<file path="src/rtl/ram_loader.sv">
// Load/verify controller: streams len words into a single-port RAM from address 0,
// then reads them back and compares XOR checksum and parity against the load.
module ram_loader #(
  parameter int unsigned DATA_WIDTH = 8,
  parameter int unsigned ADDR_WIDTH = 8
) (
  input  logic                  clk,
  input  logic                  rst,
  input  logic                  start,
  input  logic [ADDR_WIDTH:0]   len,
  input  logic                  s_valid,
  output logic                  s_ready,
  input  logic [DATA_WIDTH-1:0] s_data,
  output logic                  ram_we,
  output logic [ADDR_WIDTH-1:0] ram_addr,
  output logic [DATA_WIDTH-1:0] ram_data,
  input  logic [DATA_WIDTH-1:0] ram_rdata,
  input  logic                  ram_bit,
  output logic                  busy,
  output logic                  done,
  output logic                  chk_ok,
  output logic [DATA_WIDTH-1:0] checksum
);

  localparam int unsigned CNT_W = ADDR_WIDTH + 1;

  typedef enum logic [1:0] {
    S_IDLE,
    S_LOAD,
    S_VERIFY,
    S_DONE
  } state_e;

  state_e                state_q, state_d;
  logic [CNT_W-1:0]      cnt_q, cnt_d;
  logic [CNT_W-1:0]      len_q, len_d;
  logic [DATA_WIDTH-1:0] lsum_q, lsum_d;
  logic [DATA_WIDTH-1:0] vsum_q, vsum_d;
  logic                  lpar_q, lpar_d;
  logic                  vpar_q, vpar_d;
  logic                  chk_ok_q, chk_ok_d;
  logic [DATA_WIDTH-1:0] checksum_q, checksum_d;

  logic                  hs_c;
  logic                  last_c;

  // The extra counter bit keeps a full-depth run from matching before its last word.
  assign hs_c   = s_valid && (state_q == S_LOAD);
  assign last_c = (cnt_q == (len_q - CNT_W'(1)));

  // State register
  always_ff @(posedge clk) begin
    if (rst) begin
      state_q <= S_IDLE;
    end else begin
      state_q <= state_d;
    end
  end

  // Next-state logic
  always_comb begin
    state_d = state_q;
    case (state_q)
      S_IDLE: begin
        if (start) begin
          state_d = (len == '0) ? S_DONE : S_LOAD;
        end
      end
      S_LOAD: begin
        if (hs_c && last_c) begin
          state_d = S_VERIFY;
        end
      end
      S_VERIFY: begin
        if (last_c) begin
          state_d = S_DONE;
        end
      end
      S_DONE: begin
        state_d = S_IDLE;
      end
      default: begin
        state_d = S_IDLE;
      end
    endcase
  end

  // Outputs decoded from the state register
  always_comb begin
    s_ready = 1'b0;
    busy    = 1'b0;
    done    = 1'b0;
    case (state_q)
      S_LOAD: begin
        s_ready = 1'b1;
        busy    = 1'b1;
      end
      S_VERIFY: begin
        busy = 1'b1;
      end
      S_DONE: begin
        done = 1'b1;
      end
      default: begin
        s_ready = 1'b0;
      end
    endcase
  end

  assign ram_we   = s_valid & s_ready;
  assign ram_addr = cnt_q[ADDR_WIDTH-1:0];
  assign ram_data = s_data;
  assign chk_ok   = chk_ok_q;
  assign checksum = checksum_q;

  // Counter, accumulators and result capture
  always_comb begin
    cnt_d      = cnt_q;
    len_d      = len_q;
    lsum_d     = lsum_q;
    vsum_d     = vsum_q;
    lpar_d     = lpar_q;
    vpar_d     = vpar_q;
    chk_ok_d   = chk_ok_q;
    checksum_d = checksum_q;
    case (state_q)
      S_IDLE: begin
        if (start) begin
          len_d      = len;
          cnt_d      = '0;
          lsum_d     = '0;
          vsum_d     = '0;
          lpar_d     = 1'b0;
          vpar_d     = 1'b0;
          checksum_d = '0;
          // An empty run enters DONE directly and is trivially consistent.
          chk_ok_d   = (len == '0);
        end
      end
      S_LOAD: begin
        if (hs_c) begin
          lsum_d = lsum_q ^ s_data;
          lpar_d = lpar_q ^ ram_bit;
          cnt_d  = last_c ? '0 : (cnt_q + CNT_W'(1));
        end
      end
      S_VERIFY: begin
        vsum_d = vsum_q ^ ram_rdata;
        vpar_d = vpar_q ^ (^ram_rdata);
        cnt_d  = cnt_q + CNT_W'(1);
        if (last_c) begin
          cnt_d      = '0;
          chk_ok_d   = (vsum_d == lsum_q) && (vpar_d == lpar_q) && (lpar_q == (^lsum_q));
          checksum_d = lsum_q;
        end
      end
      default: begin
        cnt_d = cnt_q;
      end
    endcase
  end

  // Datapath registers
  always_ff @(posedge clk) begin
    if (rst) begin
      cnt_q      <= '0;
      len_q      <= '0;
      lsum_q     <= '0;
      vsum_q     <= '0;
      lpar_q     <= 1'b0;
      vpar_q     <= 1'b0;
      chk_ok_q   <= 1'b0;
      checksum_q <= '0;
    end else begin
      cnt_q      <= cnt_d;
      len_q      <= len_d;
      lsum_q     <= lsum_d;
      vsum_q     <= vsum_d;
      lpar_q     <= lpar_d;
      vpar_q     <= vpar_d;
      chk_ok_q   <= chk_ok_d;
      checksum_q <= checksum_d;
    end
  end

endmodule

</file>
<file path="config.mk">
export PLATFORM = sky130hd
export DESIGN_NAME = ram_loader
export DESIGN_NICKNAME = d
export VERILOG_FILES = /design/src/rtl/ram_loader.sv
export SDC_FILE = /design/constraint.sdc
export NUM_CORES = 1
export LEC_CHECK = 0
export CAP_MARGIN = 15
export CORE_MARGIN = 4
export CORE_UTILIZATION = 45
export CTS_BUF_LIST = sky130_fd_sc_hd__clkbuf_16
export DETAILED_ROUTE_END_ITERATION = 10
export GPL_ROUTABILITY_DRIVEN = 0
export PLACE_DENSITY = 0.77
export SLEW_MARGIN = 20
export SYNTH_ARGS = -nofsm -noshare
export SYNTH_HDL_FRONTEND = slang
export SYNTH_SLANG_ARGS = --single-unit
</file>
<file path="constraint.sdc">
create_clock -name clk -period 2.5 [get_ports clk]
set_input_delay 0.25 -clock clk [delete_from_list [all_inputs] [get_ports clk]]
set_output_delay 0.25 -clock clk [all_outputs]
set_load 0.02 [all_outputs]
</file>
==> results of run 1 <==
worst min-delay path: stages, from the launching register on:
cell and delay [ps]:
dfxtp_1 320, nand2_1 60, a21oi_1 60
cells in the final DEF (no fill, tap or decap), types with 2 or more instances in the layout:
cell | netlist | routed
nand2_2 | 2 | 2
dfxtp_1 | 47 | 47
nand2b_1 | 4 | 4
nand2_1 | 43 | 43
nor4_1 | 2 | 2
nor3_4 | 2 | 2
inv_1 | 12 | 12
a211oi_1 | 2 | 2
a21oi_2 | 2 | 2
a21o_1 | 2 | 2
clkinvlp_4 | 0 | 2
clkdlybuf4s50_1 | 0 | 58
nor3_1 | 4 | 4
a21oi_1 | 14 | 14
mux2i_1 | 10 | 10
clkbuf_16 | 0 | 5
a22o_1 | 10 | 10
and2_1 | 3 | 3
buf_4 | 16 | 8
nand3_1 | 17 | 17
o311ai_0 | 2 | 2
xnor2_1 | 30 | 30
xor2_1 | 22 | 22
and3_1 | 2 | 2
o21ai_0 | 8 | 7
nor2_1 | 29 | 29
ha_1 | 7 | 7
a22oi_1 | 8 | 8
registers in the layout, indices dropped and copies added, names as in the netlist:
signal,cells
lsum_q,8
chk_ok,1
vsum_q,8
checksum,8
state_q,2
cnt_q,9
lpar_q,1
vpar_q,1
len_q,9
cell families (layout without fill, tap and decap cells):
logic type	count (synthesis)	in the layout	share of synthesized area (%)
compound gates	61	61	16.1
simple gates	117	117	19.9
flops	47	47	33.1
buf+inv	41	86	7.66
fa+ha+maj	7	7	3.08
mux	10	10	3.52
xor+xnor	53	53	16.6
layout make-up:
class,instances,area share (%)
clock buffer,5,3.52
clock inverter,3,0.668
inverter,12,1.27
multi-input combinational,248,47.4
sequential,47,26.5
tap,75,2.64
timing repair buffer,66,18.0
metal layers:
layer  part of all wire, %  global-route usage (%)  up-vias
met5                     0                       0        -
met2                    50                    32.1       57
li1                      -                       -     1219
met4                   1.4                    5.02        0
met1                    44                    22.4     1095
met3                   4.8                    3.60        7
power by group through the flow:
stage / combinational (W) / sequential, W / clock, W
floorplan: 0.00106 / 0.000995 / 0
global placement: 0.00137 / 0.00103 / 0
detailed placement: 0.00141 / 0.00103 / 0
CTS: 0.00142 / 0.00101 / 0.000690
global route: 0.00158 / 0.00103 / 0.000721
finish: 0.00142 / 0.00102 / 0.000679
per-stage QoR:
step                instance area, µm²  setup slack, ps  total power [W]  std cells  hold slack [ps]
floorplan                         2840              239          0.00205        336              386
CTS                               3540              139          0.00313        455              494
finish                            3560              204          0.00312        456              487
global placement                  3400              257          0.00240        447              463
detailed placement                3400              180          0.00244        447              471
global route                      3560             33.2          0.00334        456              516
how the worst min path moves through the flow:
stage,endpoint,slack (ps),depth (start not counted)
floorplan,len_q[8],390,2
global placement,len_q[8],460,2
detailed placement,checksum[1],470,1
CTS,checksum[1],490,1
global route,len_q[8],520,2
finish,len_q[8],490,2
what timing repair did:
item / in CTS / in global routing
buffers inserted: 0 / 1
hold buffers: 0 / 0
setup endpoints to repair: 0 / 9
gates resized for setup: 0 / 2
==> flow_summary_export.csv, run 1 <==
group,metric,value,unit
floorplan,die_x,87.5,µm
timing,finClkSkew,4.40,ps
cells_and_area,nFillCells,549,
power_and_ir_drop,powerDensity,877,nW/µm²
power_and_ir_drop,clkPwrFrac,21.8,%
global_route,grt_max_degree,20,
cells_and_area,drive_gt1_share,8.14,%
logic_synthesis,synth-seq-cells,47,
floorplan,die_y,87.5,µm
routing,routed_wl,6570,µm
power_and_ir_drop,p_sw_share,39.7,%
worst_setup_path,r2r_start,"len_q[1]",
cells_and_area,nets,417,
logic_synthesis,synth_seq_area_share,33.1,%
timing,tightest_slew,719,ps
worst_setup_path,setup.worst_path.end,"checksum[5]",
power_and_ir_drop,power_frac_comb,45.7,%
timing,slew_viol_final,0,
worst_setup_path,regToRegSetupSlack,200,ps
worst_setup_path,setup.worst_path.start,"len_q[1]",
routing,vias,2378,
worst_setup_path,critical_path.slowest_cell,"dfxtp_1",
logic_synthesis,avgSynthCellArea,8.46,µm²
timing,post-route-min-period,2300,ps
status,status,"completed",
routing,post_drt_wl_per_cell,14.4,µm
routing,firstDrtPassIters,4,
timing,setup_violations,0,
worst_setup_path,crit_cells,9,
cells_and_area,diodes,0,
logic_synthesis,synth_top_area_share,33.1,%
worst_setup_path,crit_fanout,8,
worst_setup_path,rr_endpoint,"checksum[5]",
cells_and_area,syn_to_final_growth,25.2,%
timing,fin_crit_sh,91.9,%
power_and_ir_drop,internal_power,0.00188,W
clocking,clock_latency,290,ps
clocking,clkTransAtPathRegs,70,ps
timing,rsz0062_at_grt,"false",
worst_setup_path,critPathArrivalTime,2480,ps
global_route,grt-ovfl-total,0,
global_route,grt_antenna_before_repair,0,
floorplan,start_util,47.2,%
worst_setup_path,cp-end-kind,"flip-flop",
floorplan,ios,59,
hold_path,worstHoldStart,"len_q[8]",
worst_setup_path,required,2680,ps
worst_setup_path,max_stage_delay,410,ps
logic_synthesis,synth_ff_type,"dfxtp_1",
logic_synthesis,ys_warn_count,0,
timing,hold_viol,0,
routing,remaining_drc_errors,0,
power_and_ir_drop,p_leak,1.35,nW
clocking,cts_tree,"done",
placed_design,hpwlAfterDp,5010,µm
logic_synthesis,synth_commonest_cells,"dfxtp_1 (47), nand2_1 (43), xnor2_1 (30)",
worst_setup_path,worst-setup-path-type,"reg -> reg",
worst_setup_path,path_buf_inv,1,
global_route,grt_pass1_vias,2343,
power_and_ir_drop,ir_drop,406,µV
hold_path,worstHoldPathType,"reg -> reg",
cells_and_area,fin_util,59.0,%
clocking,cts.htree.levels,2,
placed_design,numPortBuffers,58,
worst_setup_path,cp-start-kind,"flip-flop",
cells_and_area,multi_input_area,1690,µm²
routing,postRouteAntennaNets,0,
logic_synthesis,synth-edff-count,0,
timing,max-slew-margin-rel,52.0,%
logic_synthesis,syn-num-nets,373,
power_and_ir_drop,seq_power_share,32.6,%
routing,drt_iter0_drc,94,
worst_setup_path,path_cells,"inv_1, ha_1, o21bai_1, a2111oi_2, a311oi_2, and3_1, a21oi_2, a31oi_4, a22o_1",
timing,finalSetupTns,0,ps
power_and_ir_drop,switching_power,0.00124,W
clocking,clock_sinks,47,
global_route,grt_usage,18.2,%
clocking,cts_made_buffers,5,
run,drv_cap,0,
global_route,grt_first_pass_wirelength,11000,µm
logic_synthesis,synth.distinct_cells,51,
logic_synthesis,synth.most_common_cell,"dfxtp_1",
clocking,cts-root-buf,"clkbuf_16",
logic_synthesis,synth_cells,336,
logic_synthesis,syn_area,2840,µm²
timing,max_freq,0.435,GHz
routing,via_per_inst,5.21,
cells_and_area,regArea,941,µm²
floorplan,rows,28,
clocking,clock_path_buffers,2,
worst_setup_path,critical_path.top_delay_family,"compound AO/OA/AOI/OAI gates",
worst_setup_path,reg2regPathDepth,9,
logic_synthesis,ys_top_cells_by_area,"dfxtp_1 (33%), xnor2_1 (9.2%), xor2_1 (6.8%), nand2_1 (5.7%), buf_4 (4.2%)",
logic_synthesis,ys_async_sr_fraction,0,%
floorplan,dieArea,7650,µm²
logic_synthesis,synth_top_area_cell,"dfxtp_1",
floorplan,core,6030,µm²
Power figures use the tool's default switching activity.
==> inputs of run 2 (changes only) <==
--- a/config.mk
+++ b/config.mk
@@ -6,6 +6,7 @@
 export NUM_CORES = 1
 export LEC_CHECK = 0
 export CAP_MARGIN = 15
+export CORE_ASPECT_RATIO = 1.25
 export CORE_MARGIN = 4
 export CORE_UTILIZATION = 45
 export CTS_BUF_LIST = sky130_fd_sc_hd__clkbuf_16
==> constraint.sdc (replaced) <==
create_clock -name clk -period 2.55 [get_ports clk]
set_input_delay 0.255 -clock clk [delete_from_list [all_inputs] [get_ports clk]]
set_output_delay 0.255 -clock clk [all_outputs]
set_load 0.02 [all_outputs]
==> run 2 against run 1 <==
- critical endpoint is now checksum[4]
- sequential share of layout area is 0.19 points higher
- die area barely moved
- via count grew 0.76%
- non-clock buffer count down 4
- count of clock-buffer cells in the layout unchanged
- hold slack better by 6.1 ps
- fmax decreased by 4.0%
- core utilization shrank 1.7 points
==> flow_summary_export.csv, run 2 (same netlist as run 1, synthesis figures left out) <==
group,metric,value,unit
routing,drt_iter0_drc,170,
global_route,grt_usage,17.1,%
placed_design,numPortBuffers,58,
worst_setup_path,critPathArrivalTime,2570,ps
timing,hold_viol,0,
cells_and_area,layout_commonest_cell,"clkdlybuf4s50_1",
worst_setup_path,cp-end-kind,"flip-flop",
timing,post-route-min-period,2390,ps
floorplan,start_util,46.1,%
floorplan,ios,59,
timing,fin_crit_sh,93.8,%
cells_and_area,drive_gt1_share,7.43,%
routing,vias,2396,
global_route,grt_antenna_before_repair,0,
cells_and_area,fin_util,57.3,%
worst_setup_path,worst-setup-path-type,"reg -> reg",
clocking,clock_path_buffers,2,
worst_setup_path,critical_path.slowest_cell,"o21ai_0",
cells_and_area,diodes,0,
hold_path,worstHoldStart,"checksum[6]",
worst_setup_path,critical_path.top_delay_family,"compound AO/OA/AOI/OAI gates",
timing,finClkSkew,5.30,ps
global_route,grt_max_degree,28,
worst_setup_path,r2r_start,"len_q[1]",
clocking,clock_latency,290,ps
routing,firstDrtPassIters,5,
timing,max_freq,0.418,GHz
routing,met1_length,2780,µm
hold_path,worstHoldPathType,"reg -> reg",
routing,via_per_inst,5.19,
power_and_ir_drop,powerDensity,850,nW/µm²
routing,met3_length,224,µm
timing,setup_violations,0,
floorplan,core,6170,µm²
floorplan,die_x,79.1,µm
global_route,grt-ovfl-total,0,
cells_and_area,reg_top3,"cnt_q x9, len_q x9",
worst_setup_path,cp-start-kind,"flip-flop",
routing,topRoutingLayerUsed,"met4",
status,status,"completed",
timing,max-slew-margin-rel,53.4,%
floorplan,dieArea,7660,µm²
global_route,grt_pass1_vias,2357,
clocking,clkTransAtPathRegs,70,ps
cells_and_area,multi_input_area,1690,µm²
worst_setup_path,crit_fanout,9,
cells_and_area,nets,413,
clocking,cts_made_buffers,5,
timing,slew_viol_final,0,
power_and_ir_drop,p_leak,1.33,nW
placed_design,hpwlAfterDp,4960,µm
cells_and_area,nFillCells,574,
timing,finalSetupTns,0,ps
global_route,grt_first_pass_wirelength,10800,µm
timing,rsz0062_at_grt,"false",
cells_and_area,regArea,942,µm²
cells_and_area,layout_common_cells,"clkdlybuf4s50_1 (58), dfxtp_1 (46), nand2_1 (43)",
routing,remaining_drc_errors,0,
floorplan,die_y,96.8,µm
cells_and_area,syn_to_final_growth,24.4,%
worst_setup_path,required,2730,ps
clocking,hold_buffers,0,
routing,wl_met2,3400,µm
run,drv_cap,0,
routing,routed_wl,6540,µm
worst_setup_path,path_buf_inv,1,
routing,postRouteAntennaNets,0,
worst_setup_path,path_cells,"inv_1, ha_2, o21ba_1, a221oi_1, a41oi_1, o21ai_0, a31oi_4, a22o_1",
worst_setup_path,setup.worst_path.start,"len_q[1]",
floorplan,rows,32,
clocking,cts-root-buf,"clkbuf_16",
clocking,cts_tree,"done",
power_and_ir_drop,ir_drop,411,µV
clocking,cts.htree.levels,2,
worst_setup_path,max_stage_delay,440,ps
clocking,clock_sinks,47,
routing,post_drt_wl_per_cell,14.1,µm
timing,tightest_slew,699,ps
==> run 2: cell types whose count changed in the layout (fill, tap and decap cells not counted), sizes merged <==
cell,before,now
buf,8,4
clkinv,0,1
clkinvlp,2,1
==> run 2: metrics by stage <==
stage | cell area (µm²) | hold slack (ps) | setup WS, ps | instances | power [W]
6_report | 3540 | 493 | 159 | 462 | 0.00300
5_1_grt | 3540 | 505 | 32.2 | 462 | 0.00320
4_1_cts | 3520 | 482 | 22.9 | 461 | 0.00301
3_5_place_dp | 3380 | 459 | 107 | 453 | 0.00237
3_3_place_gp | 3380 | 471 | 187 | 453 | 0.00233
2_1_floorplan | 2840 | 391 | 289 | 336 | 0.00201
==> run 2: per-layer routing <==
layer	up-vias	global-route usage (%)
met5	-	0
li1	1212	-
met1	1114	19.8
met3	11	2.98
met4	0	4.63
met2	59	31.6
==> run 2: final cells by class <==
class,instances,share of cell area (%)
Multi-Input combinational cell,248,47.8
Sequential cell,47,26.6
Timing Repair Buffer,62,17.3
Clock buffer,5,3.54
Tap cell,85,3.01
Inverter,12,1.27
Clock inverter,3,0.460
==> run 2: what timing repair did <==
item                       in CTS  in global routing
setup endpoints to repair       0                 13
setup buffers                   0                  1
gates resized for setup         0                  3
==> run 2: where the power goes <==
group	internal, W	total (W)	switching, W
Combinational	0.000616	0.00136	0.000748
Clock	0.000358	0.000641	0.000282
Sequential	0.000842	0.00100	0.000158
Total	0.00182	0.00300	0.00119
==> run 2: path summary, 6_finish.rpt <==
path	cells after the start	slack, ps	end
worst max-delay path	8	160	checksum[4]
worst max register to register	8	160	checksum[4]
worst min register to register	1	490	checksum[6]
worst min-delay path	1	490	checksum[6]
